**src/rtl/rotate_controller.sv**
```systemverilog
// rtl/rotate_controller.sv - rho-rotation line sequencer: issues lane lookups, assembles rotated words, hands them downstream
// Optional feature macro: ROTATE_CYCLE_CNT_EN (adds the cycle_cnt output and counter)
module rotate_controller #(
    parameter int N     = 25,
    parameter int LINES = 64,
    parameter int IDX_W = 5,
    parameter int LN_W  = 7
) (
    input  logic             clk,
    input  logic             rst,
`ifdef ROTATE_CYCLE_CNT_EN
    output logic [15:0]      cycle_cnt,
`endif
    input  logic             start,
    output logic             busy,
    output logic             done,
    output logic             ld_curr_fr,
    output logic             ld_des_fr,
    output logic [LN_W-1:0]  line_number,
    output logic [IDX_W-1:0] index,
    input  logic [N-1:0]     pout,
    output logic             out_valid,
    input  logic             out_ready,
    output logic [N-1:0]     out_word,
    output logic [LN_W-1:0]  out_line
);

    typedef enum logic [2:0] {
        S_IDLE,
        S_RUN,
        S_DRAIN,
        S_OUT,
        S_DONE
    } state_t;

    state_t           state;
    logic             cap_en;
    logic [IDX_W-1:0] cap_idx;

    localparam logic [IDX_W-1:0] LAST_IDX  = IDX_W'(N - 1);
    localparam logic [LN_W-1:0]  LAST_LINE = LN_W'(LINES);

    // The reader's current-frame path is not used by this block.
    assign ld_curr_fr = 1'b0;

    // Sequencer FSM plus the one-cycle-delayed capture of the reader's registered pout.
    always_ff @(posedge clk or negedge rst) begin
        if (!rst) begin
            state       <= S_IDLE;
            busy        <= 1'b0;
            done        <= 1'b0;
            ld_des_fr   <= 1'b0;
            line_number <= '0;
            index       <= '0;
            cap_en      <= 1'b0;
            cap_idx     <= '0;
            out_valid   <= 1'b0;
            out_word    <= '0;
            out_line    <= '0;
        end else begin
            // pout answers the lookup issued on the previous cycle, so the
            // capture pointer trails the issued index by exactly one cycle.
            cap_en  <= ld_des_fr;
            cap_idx <= index;

            case (state)
                S_IDLE: begin
                    done <= 1'b0;
                    if (start) begin
                        state       <= S_RUN;
                        busy        <= 1'b1;
                        line_number <= LN_W'(1);
                        index       <= '0;
                        ld_des_fr   <= 1'b1;
                        out_word    <= '0;
                    end
                end

                S_RUN: begin
                    if (index == LAST_IDX) begin
                        state     <= S_DRAIN;
                        ld_des_fr <= 1'b0;
                    end else begin
                        index <= index + IDX_W'(1);
                    end
                end

                // Last lane is captured on this edge, so the word is complete
                // exactly when out_valid rises.
                S_DRAIN: begin
                    state     <= S_OUT;
                    out_valid <= 1'b1;
                    out_line  <= line_number;
                end

                S_OUT: begin
                    if (out_ready) begin
                        out_valid <= 1'b0;
                        if (line_number == LAST_LINE) begin
                            state <= S_DONE;
                            done  <= 1'b1;
                            busy  <= 1'b0;
                        end else begin
                            state       <= S_RUN;
                            line_number <= line_number + LN_W'(1);
                            index       <= '0;
                            ld_des_fr   <= 1'b1;
                            out_word    <= '0;
                        end
                    end
                end

                S_DONE: begin
                    done  <= 1'b0;
                    state <= S_IDLE;
                end

                default: begin
                    state     <= S_IDLE;
                    busy      <= 1'b0;
                    done      <= 1'b0;
                    ld_des_fr <= 1'b0;
                    out_valid <= 1'b0;
                end
            endcase

            // Capture is idle whenever out_word is being cleared, so this
            // never collides with the clear in S_OUT.
            if (cap_en) begin
                out_word[cap_idx] <= pout[cap_idx];
            end
        end
    end

`ifdef ROTATE_CYCLE_CNT_EN
    // Pass-length counter; the accepted-start cycle is counted as the first cycle.
    always_ff @(posedge clk or negedge rst) begin
        if (!rst) begin
            cycle_cnt <= '0;
        end else if (state == S_IDLE && start) begin
            cycle_cnt <= 16'd1;
        end else if (busy) begin
            cycle_cnt <= cycle_cnt + 16'd1;
        end
    end
`endif

endmodule

```
**config.mk**
```make
export PLATFORM = sky130hd
export DESIGN_NAME = rotate_controller
export DESIGN_NICKNAME = d
export VERILOG_FILES = /design/src/rtl/rotate_controller.sv
export SDC_FILE = /design/constraint.sdc
export NUM_CORES = 1
export LEC_CHECK = 0
export ABC_AREA = 1
export CORE_AREA = 4 4 83 77
export DETAILED_ROUTE_END_ITERATION = 8
export DIE_AREA = 0 0 87 81
export DONT_BUFFER_PORTS = 1
export PLACE_DENSITY = 0.71
export SKIP_LAST_GASP = 1
export SLEW_MARGIN = 20
export SYNTH_ARGS = -nofsm -noshare
export SYNTH_HDL_FRONTEND = slang
export SYNTH_SLANG_ARGS = --single-unit
```
**constraint.sdc**
```tcl
create_clock -name clk -period 1.4 [get_ports clk]
set_input_delay 0.28 -clock clk [delete_from_list [all_inputs] [get_ports clk]]
set_output_delay 0.28 -clock clk [all_outputs]
set_load 0.1 [all_outputs]
```
# After elaboration in Yosys (flattened, before gate mapping)
# Cells that the tools add are included.
totals:
  out_inout_bits: 49
  register_bits: 57
  in_bits: 29
  word_cells: 83
classes:
  addsub: 2
  n_eq_ne: 12
  n_mux: 37
  n_reduce_logical: 15
  order_cmp: 2
  n_bitwise: 4
op_table:
  columns: ["operator", "n"]
  rows:
  - ["25-bit 2-to-1 mux", 4]
  - ["25-bit case mux with 2 select lines", 1]
  - ["25-bit bitwise mux", 1]
  - ["7-bit 2-to-1 mux", 3]
  - ["5-bit 2-to-1 mux", 4]
  - ["5-bit case mux with 3 select lines", 1]
  - ["7-bit case mux with 2 select lines", 1]
  - ["3-bit 2-to-1 mux", 4]
  - ["2-bit inequality test (second input constant)", 6]
  - ["3-bit case mux with 4 select lines", 1]
  - ["1-bit 2-to-1 mux", 11]
  - ["5-bit AND reduction", 2]
  - ["4-bit AND reduction", 2]
  - ["7-bit by 1-bit adder with 7-bit output (second input constant)", 1]
  - ["7-bit equality test (second input constant)", 1]
  - ["3-bit by 2-bit equality test with 1-bit output (second input constant)", 2]
  - ["5-bit by 6-bit < comparator with 1-bit output (second input constant)", 1]
  - ["1-bit case mux with 3 select lines", 2]
  - ["3-bit AND reduction", 2]
  - ["3-bit OR reduction", 2]
  - ["5-bit by 1-bit adder with 5-bit output (second input constant)", 1]
  - ["1-bit binary-select mux with 5-bit select", 1]
  - ["1-bit demux with 5-bit select", 1]
  - ["5-bit equality test (second input constant)", 1]
  - ["other kinds (12)", 16]

# Depth between registers and ports, before layout
depth:
  depth_word: 6
  mapped_depth: 13
  depth_no_buf: 11

# Least setup slack after synthesis
# OpenSTA, ideal clock, no wires.
synth_path:
  path_type: "register to register"
  from: "reg line_number[0]"
  to: "reg line_number[0]"
  arrival_ns: 2.014
  setup_slack_ns: -0.745
  setup_time_ns: 0.131
  synth_period_minus_slack_ns: 2.145
  required_ns: 1.269
  n_path_buf: 1
  stages_incl_launch_ff: 8
  path_cell_list: "dfrtp_1 inv_1 ha_1 nand2_1 o21ai_1 a21oi_2 buf_4 o21ai_0"
synth_via:
  elab_chain_len: 4
  elab_cells_between_ends: 7
  cone_classes: "1 x add/sub; 2 x eq/ne; 3 x mux; 1 x reduce/logical"
synth_rtl:
  columns: ["element", "line", "rtl"]
  rows:
  - ["from (decl)", "19", "output logic [LN_W-1:0] line_number,"]
  - ["from (signal assigned)", "105", "line_number <= line_number + LN_W'(1);"]
  - ["7-bit by 1-bit adder with 7-bit output", "105", null]
  - ["7-bit 2-to-1 mux", "99", "if (line_number == LAST_LINE) begin"]
  - ["7-bit 2-to-1 mux", "97", "if (out_ready) begin"]
  - ["7-bit case mux with 2 select lines", "66", "case (state)"]
# Parallel ways exist; a longest one is shown, timed or not. The select of a mux whose other input is x is not followed.
# A chain may end at the register's enable or synchronous reset.

# Worst setup path in the final report
layout_path:
  from: "reg state[1]"
  to: "reg out_word[5]"
layout_via:
  elab_chain_len: 4
  elab_cells_between_ends: 5
  cone_classes: "1 x eq/ne; 3 x mux; 1 x reduce/logical"
layout_rtl:
  columns: ["element", "line", "rtl"]
  rows:
  - ["from (decl)", "36", "state_t state;"]
  - ["from (signal assigned)", "49", "state <= S_IDLE;"]
  - ["from (signal assigned)", "70", "state <= S_RUN;"]
  - ["from (signal assigned)", "81", "state <= S_DRAIN;"]
  - ["3-bit by 2-bit equality test with 1-bit output / 3-bit logical NOT (equally long branches)", "66", null]
  - ["25-bit case mux with 2 select lines *", "66", null]
  - ["25-bit bitwise mux", "130", "out_word[cap_idx] <= pout[cap_idx];"]
  - ["25-bit 2-to-1 mux *", "129", "if (cap_en) begin"]
  - ["to (signal, indexed assignment)", "130", null]
  - ["to (decl)", "24", "output logic [N-1:0] out_word,"]
# Mark *: on every way between the ends. The rest lies on a longest branch, timed or not.

==> results.md <==
* Status: finished, violations left
* Violated checks: hold timing, setup timing
* Final setup margin at -181 ps
* Unrepaired setup endpoints after global routing: yes
* Peak VDD IR at 2340 uV
* R2R Path End: out_word[5]
* Top cell type's share of synthesized area at between 40% and 50%
* Final Hold Fails at 57
* CTS sink cnt at 57
* Layout cells sized above 1 at 37.3%
* Vias in the first global route at 2,862
* Total Routed Length at 9210 um
* Setup CP Type: reg2reg
* CTS tree: built
* Mean Syn Cell Area at around 7.7 um2
* Cell taking the most area after synthesis: dfrtp_1
* Reg2reg setup slack at -180 ps
* YS warnings at 0
* Area contributors post-synth: dfrtp_1 47%, nand2_1 19%, nand3b_1 6.7%
* Post-Syn Area at 3040 um2
* Startpoint Class: flop
* Period minus WS final at between 1500 and 2000 ps
* Register area share after synthesis at a little under half
* CP max stage cell: dfrtp_1
* Largest net degree at the start of global routing at 58
* Area Overhead vs Synth at 46.8%
* Worst path top cell family by delay: simple AND/OR/NAND/NOR gates
* Reg2reg start: state[1]
* Initial antenna violation count at 0
* Crit-path max FO at 17
* Row count at 26
* Detailed Route Iter0 Violations at 146
* Die Area at 7050 um2
* Worst reg2reg path depth at 9
* Final cycle utilization of the critical path at 113%
* Max_cap viols at 0
* IO buf count at 0
* Htree depth at 3
* Worst-path cell chain: inv_2 -> nand3_2 -> or2_4 -> nand2_4 -> inv_2 -> nand3_4 -> buf_12 -> nand3b_1 -> nand2_1
* CTS Buf Count at 9
* Finish-stage setup viols at 47
* Starting density of the core at 54.7%
* DRC viols at 0
* Longest Clk Path Bufs at 2
* Synthesized flop and latch total at 57
* Worst hold path type: in2async
* Clk_lat worst skew at between 300 and 400 ps
* CP dominant cell by count: inv_2
* Antenna-violating nets left at 0
* Dpl ws at -206 ps
* Post-layout nets at 529
* Worst EP required at between 1500 and 2000 ps
* CORE AREA at 5560 um2
* Die Height at 81 um
* Die Wd at 87 um
* Hold slack final at -371 ps
* IO Count at 78
* Number of vias per cell at 5.29
* Via total after detailed routing at 3,018
* Clock Skew at 6.53 ps
* Clock slew at reported path FFs at roughly 60 ps
* Max Slew Vio Count at 0
* CP Buf/Inv Count at 3
* Max incr delay on CP at 450 ps
* F_max at 633 MHz
* PD cells at 2290 nW/um2
* Routed length per instance at 16.1 um
* Cell variety after synth at 31
* First-pass GRT wire length at 13,400 um
* Post-DP HPWL at 5460 um
* Grt total ovfl at 0
* Crit path DAT at 1860 ps
* GPL Wtd Cong at 0.817
* CP endpoint kind: flop
* Initial DRT Pass Iterations at 5
* Crit path depth at 9
* Root Driver: clkbuf_8
* TNS Setup at -5500 ps
* Tot GR Track Use at 24.7%
* Syn nets at 430
* Static leakage at 2.29 nW
* Syn Inst Count at just under 400
* Antenna cells at 0
==> power by group <==
group | switching (W) | total [W] | leakage [nW] | internal (W)
logic | 0.00428 | 0.00662 | 1.46 | 0.00235
registers | 0.000270 | 0.00227 | 0.745 | 0.00200
clock network | 0.000634 | 0.00132 | 0.0834 | 0.000685
==> per-stage QoR <==
| stage | cell area, um2 | cells | power, W | utilization, % | hold slack (ps) |
|---|---|---|---|---|---|
| after global routing | 4470 | 571 | 0.0107 | 80.3 | -389 |
| after floorplan | 3140 | 397 | 0.00600 | - | -15.6 |
| after detailed placement | 3810 | 542 | 0.00744 | 68.6 | -14.2 |
| after global placement | 3810 | 542 | 0.00733 | 68.6 | -13.8 |
| after CTS | 4240 | 566 | 0.00940 | 76.2 | -391 |
| final | 4470 | 571 | 0.0102 | 80.3 | -371 |
==> cell usage in the layout, fill, tap and decap left out, types with 2 or more instances in the layout <==
cell type | Yosys | final
xor2_1 | 5 | 5
o21ai_2 | 0 | 8
ha_4 | 0 | 3
inv_4 | 0 | 5
nor2_4 | 0 | 6
buf_6 | 5 | 15
nand2_4 | 1 | 8
nand2_2 | 1 | 5
clkinv_2 | 0 | 2
nand4_1 | 2 | 2
nand3_4 | 1 | 2
inv_2 | 3 | 6
or2_4 | 1 | 2
nand3b_1 | 27 | 27
nor2_1 | 50 | 42
buf_12 | 0 | 10
nand3_2 | 2 | 6
nor3_1 | 5 | 3
nor2_2 | 1 | 3
dfrtp_4 | 0 | 9
o21ai_1 | 6 | 5
o21ai_0 | 16 | 8
dfrtp_2 | 0 | 5
clkbuf_8 | 0 | 10
nand3_1 | 15 | 10
nand2_1 | 153 | 142
buf_4 | 2 | 72
clkbuf_1 | 1 | 3
dfrtp_1 | 57 | 43
inv_1 | 28 | 19
==> how the worst max path moves through the flow <==
stage,start,endpoint
4_1_cts,state[2],out_word[5]
2_1_floorplan,index[1],index[2]
3_5_place_dp,state[2],line_number[0]
5_1_grt,cap_idx[0],out_word[20]
3_3_place_gp,line_number[0],line_number[0]
6_report,state[1],out_word[5]
==> Yosys cell counts <==
cell type / count
or2_2: 1
clkbuf_1: 1
o21ai_0: 16
nor3b_1: 1
nand4_2: 1
nand3_2: 2
xnor2_1: 1
buf_2: 2
nand4_1: 2
inv_2: 3
nor3_1: 5
nand3b_1: 27
nor2_2: 1
o21ai_1: 6
nand3_4: 1
nand3_1: 15
conb_1: 1
or2_1: 1
a21oi_1: 2
buf_4: 2
nand2_1: 153
buf_6: 5
dfrtp_1: 57
ha_1: 4
or2_4: 1
inv_1: 28
nor2_1: 50
nand2_4: 1
xor2_1: 5
a21oi_2: 1
nand2_2: 1
==> layer usage <==
metal | track usage (%) | share of wire [%] | wire, um | vias to the layer above
met5 | 0 | 0 | 0 | -
met4 | 7.17 | 2.2 | 199 | 0
met3 | 8.92 | 6.8 | 626 | 19
met2 | 42.5 | 52 | 4750 | 110
met1 | 29.0 | 39 | 3630 | 1438
li1 | - | - | - | 1451
==> cells by family after synthesis <==
family	after synthesis	synth area share [%]
other	1	0.123
xor gates and xnor gates	6	1.73
and+or+nand+nor	263	38.8
DFF	57	46.9
adders and majority gates	4	1.64
AOI/OAI and AO/OA	25	4.24
buffers and inverters	41	6.62
==> timing repair <==
action / in CTS / in global routing
buffers inserted: 8 / 3
pin swaps: 12 / 21
cloned: 0 / 2
endpoints found under the hold margin: 57 / 57
resized for setup: 52 / 49
endpoints found under the setup margin: 47 / 51
==> flip-flops by register name, summed over array words and instances, names as in the netlist, 3 cells and up <==
signal       count
out_line         7
cap_idx          5
state            3
out_word        25
line_number      7
index            5
==> area by class of cell <==
cell class,instances,area (um2)
clock buffer,13,149
timing repair buffer,98,935
fill,353,1100
inverter,31,134
sequential,57,1470
multi-input combinational,299,1680
tap,70,87.6
clock inverter,3,17.5
No activity file was read; power rests on OpenSTA's default activity.
